$ cat src/rtl/kmeans_mem_sched.sv
// Point-memory sequencer for the k-means engine: loads a data set into the
// single-port SRAM, replays it once per pass and handshakes centroid updates.
module kmeans_mem_sched #(
    parameter int ADDR_W   = 12,
    parameter int DATA_W   = 16,
    parameter int DEPTH    = 4096,
    parameter int RD_LAT   = 2,
    parameter int MAX_ITER = 16
) (
    input  logic              clk,
    input  logic              rst_n,
    input  logic              load_valid,
    input  logic [DATA_W-1:0] load_data,
    output logic              load_ready,
    output logic [ADDR_W-1:0] mem_a,
    output logic [DATA_W-1:0] mem_di,
    output logic              mem_web,
    input  logic [DATA_W-1:0] mem_do,
    output logic              pt_valid,
    output logic [DATA_W-1:0] pt_data,
    output logic              pt_last,
    output logic              update_req,
    input  logic              update_ack,
    input  logic              converged,
    output logic [7:0]        iter_cnt,
    output logic              busy,
    output logic              done,
    output logic              timeout,
    output logic [2:0]        dbg_state
);

    // Handshake: a load beat transfers on a rising edge where load_valid and
    // load_ready are both 1; update_ack is honoured only while update_req is 1.
    typedef enum logic [2:0] {IDLE, LOAD, SCAN, DRAIN, UPDATE, DONE} state_t;

    localparam logic [ADDR_W-1:0] LAST_A  = ADDR_W'(DEPTH - 1);
    localparam logic [7:0]        LAST_IT = 8'(MAX_ITER - 1);

    state_t            state;
    logic [ADDR_W-1:0] wr_cnt;
    logic [ADDR_W-1:0] rd_addr;
    logic [RD_LAT-1:0] tok_v;
    logic [RD_LAT-1:0] tok_l;
    logic              accept;
    logic              issue;
    logic              issue_last;

    assign accept     = load_valid && load_ready;
    assign issue      = (state == SCAN);
    assign issue_last = issue && (rd_addr == LAST_A);
    assign dbg_state  = state;

    always_ff @(posedge clk) begin
        if (!rst_n) begin
            state      <= IDLE;
            wr_cnt     <= '0;
            rd_addr    <= '0;
            tok_v      <= '0;
            tok_l      <= '0;
            load_ready <= 1'b0;
            mem_a      <= '0;
            mem_di     <= '0;
            mem_web    <= 1'b1;
            pt_valid   <= 1'b0;
            pt_data    <= '0;
            pt_last    <= 1'b0;
            update_req <= 1'b0;
            iter_cnt   <= '0;
            busy       <= 1'b0;
            done       <= 1'b0;
            timeout    <= 1'b0;
        end else begin
            mem_web <= 1'b1;
            done    <= 1'b0;

            // Tokens ride alongside the registered read address so pt_valid
            // lands exactly RD_LAT cycles after the address cycle.
            tok_v[0] <= issue;
            tok_l[0] <= issue_last;
            for (int i = 1; i < RD_LAT; i++) begin
                tok_v[i] <= tok_v[i-1];
                tok_l[i] <= tok_l[i-1];
            end
            pt_valid <= tok_v[RD_LAT-1];
            pt_last  <= tok_v[RD_LAT-1] && tok_l[RD_LAT-1];
            if (tok_v[RD_LAT-1]) pt_data <= mem_do;

            case (state)
                IDLE, LOAD: begin
                    if (state == IDLE) load_ready <= 1'b1;
                    if (accept) begin
                        mem_a   <= wr_cnt;
                        mem_di  <= load_data;
                        mem_web <= 1'b0;
                        if (state == IDLE) begin
                            iter_cnt <= '0;
                            timeout  <= 1'b0;
                            busy     <= 1'b1;
                        end
                        if (wr_cnt == LAST_A) begin
                            load_ready <= 1'b0;
                            wr_cnt     <= '0;
                            rd_addr    <= '0;
                            state      <= SCAN;
                        end else begin
                            wr_cnt <= wr_cnt + ADDR_W'(1);
                            state  <= LOAD;
                        end
                    end
                end
                SCAN: begin
                    mem_a <= rd_addr;
                    if (rd_addr == LAST_A) state <= DRAIN;
                    else rd_addr <= rd_addr + ADDR_W'(1);
                end
                DRAIN: begin
                    if (pt_valid && pt_last) begin
                        update_req <= 1'b1;
                        state      <= UPDATE;
                    end
                end
                UPDATE: begin
                    if (update_ack) begin
                        update_req <= 1'b0;
                        iter_cnt   <= iter_cnt + 8'd1;
                        if (converged) begin
                            state   <= DONE;
                            done    <= 1'b1;
                            timeout <= 1'b0;
                        end else if (iter_cnt == LAST_IT) begin
                            state   <= DONE;
                            done    <= 1'b1;
                            timeout <= 1'b1;
                        end else begin
                            rd_addr <= '0;
                            state   <= SCAN;
                        end
                    end
                end
                DONE: begin
                    state      <= IDLE;
                    busy       <= 1'b0;
                    load_ready <= 1'b1;
                end
                default: state <= IDLE;
            endcase
        end
    end

endmodule
$ cat config.mk
export PLATFORM = sky130hd
export DESIGN_NAME = kmeans_mem_sched
export DESIGN_NICKNAME = d
export VERILOG_FILES = /design/src/rtl/kmeans_mem_sched.sv
export SDC_FILE = /design/constraint.sdc
export NUM_CORES = 1
export LEC_CHECK = 0
export ABC_AREA = 1
export ABC_CLOCK_PERIOD_IN_PS = 1700
export CAP_MARGIN = 40
export CORE_ASPECT_RATIO = 1.75
export CORE_UTILIZATION = 51
export CTS_BUF_LIST = sky130_fd_sc_hd__clkbuf_4
export CTS_CLUSTER_SIZE = 8
export DETAILED_ROUTE_END_ITERATION = 10
export GPL_ROUTABILITY_DRIVEN = 0
export PLACE_DENSITY = 0.84
export RECOVER_POWER = 25
export SETUP_SLACK_MARGIN = 0.5
export SYNTH_ARGS = -nofsm -noshare
export SYNTH_HDL_FRONTEND = slang
export SYNTH_SLANG_ARGS = --single-unit
export TNS_END_PERCENT = 100
$ cat constraint.sdc
create_clock -name clk -period 1.7 [get_ports clk]
set_input_delay 0.17 -clock clk [delete_from_list [all_inputs] [get_ports clk]]
set_output_delay 0.17 -clock clk [all_outputs]
set_load 0.05 [all_outputs]
After elaboration in Yosys (flattened, before gate mapping)
Cells that the tools add are included.
{"block": "classes", "n_reduce_logical": 21, "n_eq_ne": 18, "muxes": 41, "n_addsub": 3}
{"cell": "2-to-1 mux 12 bit", "count": 8}
{"cell": "case mux 12 bit (3 select lines)", "count": 1}
{"cell": "adder 12 x 1 -> 12 bit (second input constant)", "count": 2}
{"cell": "== test 12 bit (second input constant)", "count": 2}
{"cell": "2-to-1 mux 8 bit", "count": 3}
{"cell": "case mux 12 bit (2 select lines)", "count": 1}
{"cell": "2-to-1 mux 3 bit", "count": 6}
{"cell": "!= test 2 bit (second input constant)", "count": 8}
{"cell": "case mux 8 bit (2 select lines)", "count": 1}
{"cell": "2-to-1 mux 1 bit", "count": 15}
{"cell": "case mux 3 bit (4 select lines)", "count": 1}
{"cell": "AND reduction 3 bit", "count": 3}
{"cell": "adder 8 x 1 -> 8 bit (second input constant)", "count": 1}
{"cell": "== test 8 x 4 -> 1 bit (second input constant)", "count": 1}
{"cell": "case mux 1 bit (2 select lines)", "count": 4}
{"cell": "AND reduction 4 bit", "count": 2}
{"cell": "nonzero test 2 bit", "count": 4}
{"cell": "AND reduction 7 bit", "count": 1}
{"cell": "== test 3 x 2 -> 1 bit (second input constant)", "count": 2}
{"cell": "== test 3 bit (second input constant)", "count": 2}
{"cell": "AND reduction 2 bit", "count": 3}
{"cell": "AND reduction 5 bit", "count": 1}
{"cell": "logical AND 1 bit", "count": 4}
{"cell": "== test 3 x 1 -> 1 bit (second input constant)", "count": 1}
{"cell": "6 further kinds", "count": 6}
{"block": "word_totals", "inputBits": 37, "ff_bits": 91, "wordCells": 100, "out_inout_bits": 63}

Longest topological paths before layout
Gate-level depths: netlist of run 1.
{"block": "depth", "ltp_word": 5, "depth_mapped": 10, "ltp_nobuf": 10}

Worst setup path before layout of run 1
OpenSTA, ideal clock, no wires.
{"block": "synth_path", "path_type": "reg2reg", "from": "register iter_cnt[0]", "to": "register rd_addr[11]", "t_required_ns": 1.642, "stages_incl_launch_ff": 10, "n_path_buf": 0, "setup_time_ns": 0.058, "setup_slack_ns": -0.033, "synth_period_minus_slack_ns": 1.733, "t_arrival_ns": 1.675, "cell_sequence": "dfxtp_1 ha_1 nand3_1 o21bai_1 nand2_1 nand2_4 nor2_8 nor2_2 nand2_1 nand2_1"}
{"block": "synth_between", "elab_chain_len": 3}
{"item": "start, declared", "line": "25", "text": "output logic [7:0] iter_cnt,"}
{"item": "start signal, assigned", "line": "125", "text": "iter_cnt <= iter_cnt + 8'd1;"}
{"item": "== test 8 x 4 -> 1 bit", "line": "130", "text": "end else if (iter_cnt == LAST_IT) begin"}
{"item": "!= test 2 bit (no source line)"}
{"item": "AND reduction 7 bit (no source line)"}
{"item": "end signal, assigned", "line": "114", "text": "else rd_addr <= rd_addr + ADDR_W'(1);"}
{"item": "end, declared", "line": "41", "text": "logic [ADDR_W-1:0] rd_addr;"}
Every way passes these cells.
A chain may end at the register's enable or synchronous reset.

Worst setup path in the final report of run 1
{"block": "layout_path", "from": "register state[0] (netlist: dbg_state[0])", "to": "register rd_addr[9]"}
{"block": "layout_between", "elab_chain_len": 4, "elab_cells_between_ends": 14, "cone_classes": "eq/ne: 9; mux: 1; reduce/logical: 4"}
{"item": "start, declared", "line": "39", "text": "state_t state;"}
{"item": "start signal, assigned", "line": "55", "text": "state <= IDLE;"}
{"item": "start signal, assigned", "line": "104", "text": "state <= SCAN;"}
{"item": "start signal, assigned", "line": "107", "text": "state <= LOAD;"}
{"item": "== test 3 x 1 -> 1 bit or logical NOT 3 bit (tied branches)", "line": "88", "text": "case (state)"}
{"item": "OR reduction 2 bit", "line": "88"}
{"item": "!= test 2 bit (no source line) or nonzero test 3 bit (tied branches)"}
{"item": "AND reduction 7 bit (no source line)"}
Several ways; a longest one is shown, not always the timed one.

==> results of run 1 <==
[metal layers]
| metal | wire [µm] | vias to the layer above | GRT usage |
|---|---|---|---|
| li1 | - | 2056 | - |
| met1 | 5410 | 2256 | 0.349 |
| met2 | 8510 | 386 | 0.572 |
| met3 | 1370 | 173 | 0.0775 |
| met4 | 1780 | 0 | 0.229 |
| met5 | 0 | - | 0 |
[worst max-delay path: cells and delay by family (launching register included)]
family	cells	cell delay (ns)
compound gates	1	0.27
flops	1	0.41
buf+inv	2	0.30
simple gates	3	0.71
[worst min path at each step]
| stage | slack, ns | endpoint | from |
|---|---|---|---|
| 6_report | 0.25 | pt_data[4] | mem_do[4] |
| 5_1_grt | 0.28 | pt_data[6] | mem_do[6] |
| 3_3_place_gp | 0.40 | pt_last | tok_l[1] |
| 4_1_cts | 0.26 | pt_data[4] | mem_do[4] |
| 2_1_floorplan | 0.30 | mem_di[13] | load_data[13] |
| 3_5_place_dp | 0.40 | tok_v[1] | tok_v[0] |
[registers in the layout, summed over array words and instances, names as in the netlist]
signal	cells
mem_di	16
busy	1
tok_l	2
done	1
tok_v	2
dbg_state	3
timeout	1
wr_cnt	12
pt_data	16
load_ready	1
rd_addr	12
mem_a	12
mem_web	1
pt_last	1
pt_valid	1
iter_cnt	8
update_req	1
[timing repair]
action                                  CTS  global route
resized for setup                       386           198
endpoints found under the setup margin  120           124
hold buffers                              0             0
gates cloned                              6             4
pin swaps                                31            37
buffers inserted                         23            24
[final cells by class]
| class | instances | area (µm²) |
|---|---|---|
| repair buffers | 163 | 1770 |
| clock buffers | 9 | 67.6 |
| flip-flops and latches | 91 | 1940 |
| fillers | 345 | 981 |
| clock inverters | 7 | 33.8 |
| multi-input cells | 381 | 2440 |
| well taps | 88 | 110 |
| inverters | 44 | 178 |
| diodes | 1 | 2.50 |
[report_power, final]
part	internal, mW	total, mW	switching, mW
logic	0.371	0.861	0.490
registers	2.17	2.23	0.0541
clock network	0.280	1.07	0.792
total	2.82	4.16	1.34
[cells by family (layout without fill, tap and decap cells)]
group | count (synthesis) | in the layout
flip-flops | 91 | 91
other | 0 | 1
AO/OA/AOI/OAI | 108 | 108
XOR/XNOR | 5 | 5
buffers and inverters | 62 | 223
AND/OR/NAND/NOR | 261 | 265
adder cells (fa/ha/maj) | 3 | 3
[stage by stage]
step | cells | utilization | hold WS (ns)
after floorplan | 530 | - | 0.305
after global placement | 710 | 0.686 | 0.396
after detailed placement | 710 | 0.686 | 0.403
after CTS | 755 | 0.768 | 0.261
after global routing | 784 | 0.869 | 0.277
final | 784 | 0.869 | 0.248
[cells in the final DEF, fill, tap and decap left out, types with 13 or more instances in the layout]
master	instances
nand3_1	14
inv_1	32
buf_4	35
nor2_1	88
o21ai_2	17
a21oi_1	22
buf_8	16
nor3_1	13
o21ai_1	13
nor2_2	23
o21ai_0	29
dfxtp_1	31
clkdlybuf4s50_1	35
dfxtp_2	43
dfxtp_4	17
buf_6	54
nor2_4	19
nand2_1	63
==> results.tsv, run 1 <==
metric	value	unit
Ys Warns	0	
Crit Reg-Reg Endpoint	rd_addr[9]	
violated checks	negative setup slack	
Hold Crit Class	primary input to flip-flop	
CP startpoint kind	flip-flop	
Post-Syn Area	3920	µm²
pin count of the biggest net entering global routing	56	
period utilization	1.07	
first-pass GRT wire length	20400	µm
area growth from synthesis to layout	66.6	%
Worst Setup EP	rd_addr[9]	
Port Buffers	99	
final std cell area, no fill	6530	µm²
overall power	4.16	mW
cell count of the worst reg-to-reg path	6	
DRC Markers	0	
post-synthesis adder-cell area fraction	0.00957	
mean area per synthesized cell	7.40	µm²
final WL	17100	µm
final worst slack	-0.113	ns
crit path max fanout	21	
DR iter-0 viols	493	
CP startpoint	dbg_state[0]	
cell accounting for the most synthesized area	dfxtp_1	
Layout Nets	730	
share of layout cells above drive strength 1	0.463	
cell breakdown of the critical path	inv_2 > nand3_4 > buf_8 > nor2_1 > nand3_1 > a21oi_1	
Cells after Synth	530	
ranking of synthesized cells by area	dfxtp_1 (46%), nor2_1 (11%), o21ai_0 (7.4%)	
commonest cells in the netlist	nor2_1 (119), dfxtp_1 (91), nand2_1 (76), o21ai_0 (58), inv_1 (39)	
mux cell area share after synthesis	0	
Req. time, crit path	2.10	ns
clk_lat worst skew	0.49	ns
CP arrival	2.21	ns
CTS buffer count	9	
antenna violations before repair	1	
Compound-Gate Fraction of Synth Area	0.149	
DRT antenna net count	0	
area fraction of the dominant cell type after synthesis	0.464	
Core ar.	7510	µm²
Hold Crit Depth	3	
via-per-instance ratio	6.21	
slowest CP cell	dfxtp_4	
drt first pass iters	10	
worst r2r src	dbg_state[0]	
Main synth FF type	dfxtp_1	
async set-reset flop share out of synthesis	0	
total of max-cap violations	0	
Synth Area in Simple Gates	0.304	
status	complete, but fails checks	
relative max-transition margin	0.568	
internal reg-to-reg setup slack	-0.11	ns
Die X	68.3	µm
Max Clock Freq	0.552	GHz
H-tree depth	3	
Setup WS pre-CTS	-0.00968	ns
setup TNS	-0.140	ns
total number of vias	4871	
initial core utilization	0.522	
Post-Synth XOR/XNOR Area	0.0112	
DR WL/cell	21.8	µm
CTS tree	done	
max-slew violation count	0	
largest family of logic cells by synthesized area	simple AND/OR/NAND/NOR gates	
Crit. End Element	flip-flop	
Fin. Hold Viols	0	
Synth Net Count	570	
Slew @ Worst Pin	0.651	ns
vias in the first global route	4365	
chip height	118	µm
Post-synth EDFFs	0	
Crit Path Class	flip-flop to flip-flop	
clock slew at reported path FFs	0.16	ns
post-synthesis sequential area ratio	0.464	
Synth cell types	36	
setup repair after global routing missed its margin	yes	
clock sink total	91	
most numerous cell in the Yosys netlist	nor2_1	
gr usage total	0.338	
I/O Pins	100	
die area	8060	µm²
Post-Place Cell Area	5150	µm²
LEAKAGE	2.64	nW
#FFs+latches synth	91	
# setup viols final	2	
slowest stage delay, CP	0.41	ns
FP Rows	42	
Layout Skew	0.0353	ns
Root Driver	clkbuf_4	
post-DP HPWL	7860	µm
pwr dens	636	nW/µm²
Worst VDD drop	0.656	mV
clk buf depth	2	
grt total ovfl	0	
Tmin final	1.81	ns
Note: power is estimated with default switching activity, not from simulation.
==> run 2: changes to the inputs <==
CAP_MARGIN = unset   (was 40)
==> results of run 2 <==
The final DEF is identical to that of run 1; final timing and power are the same.
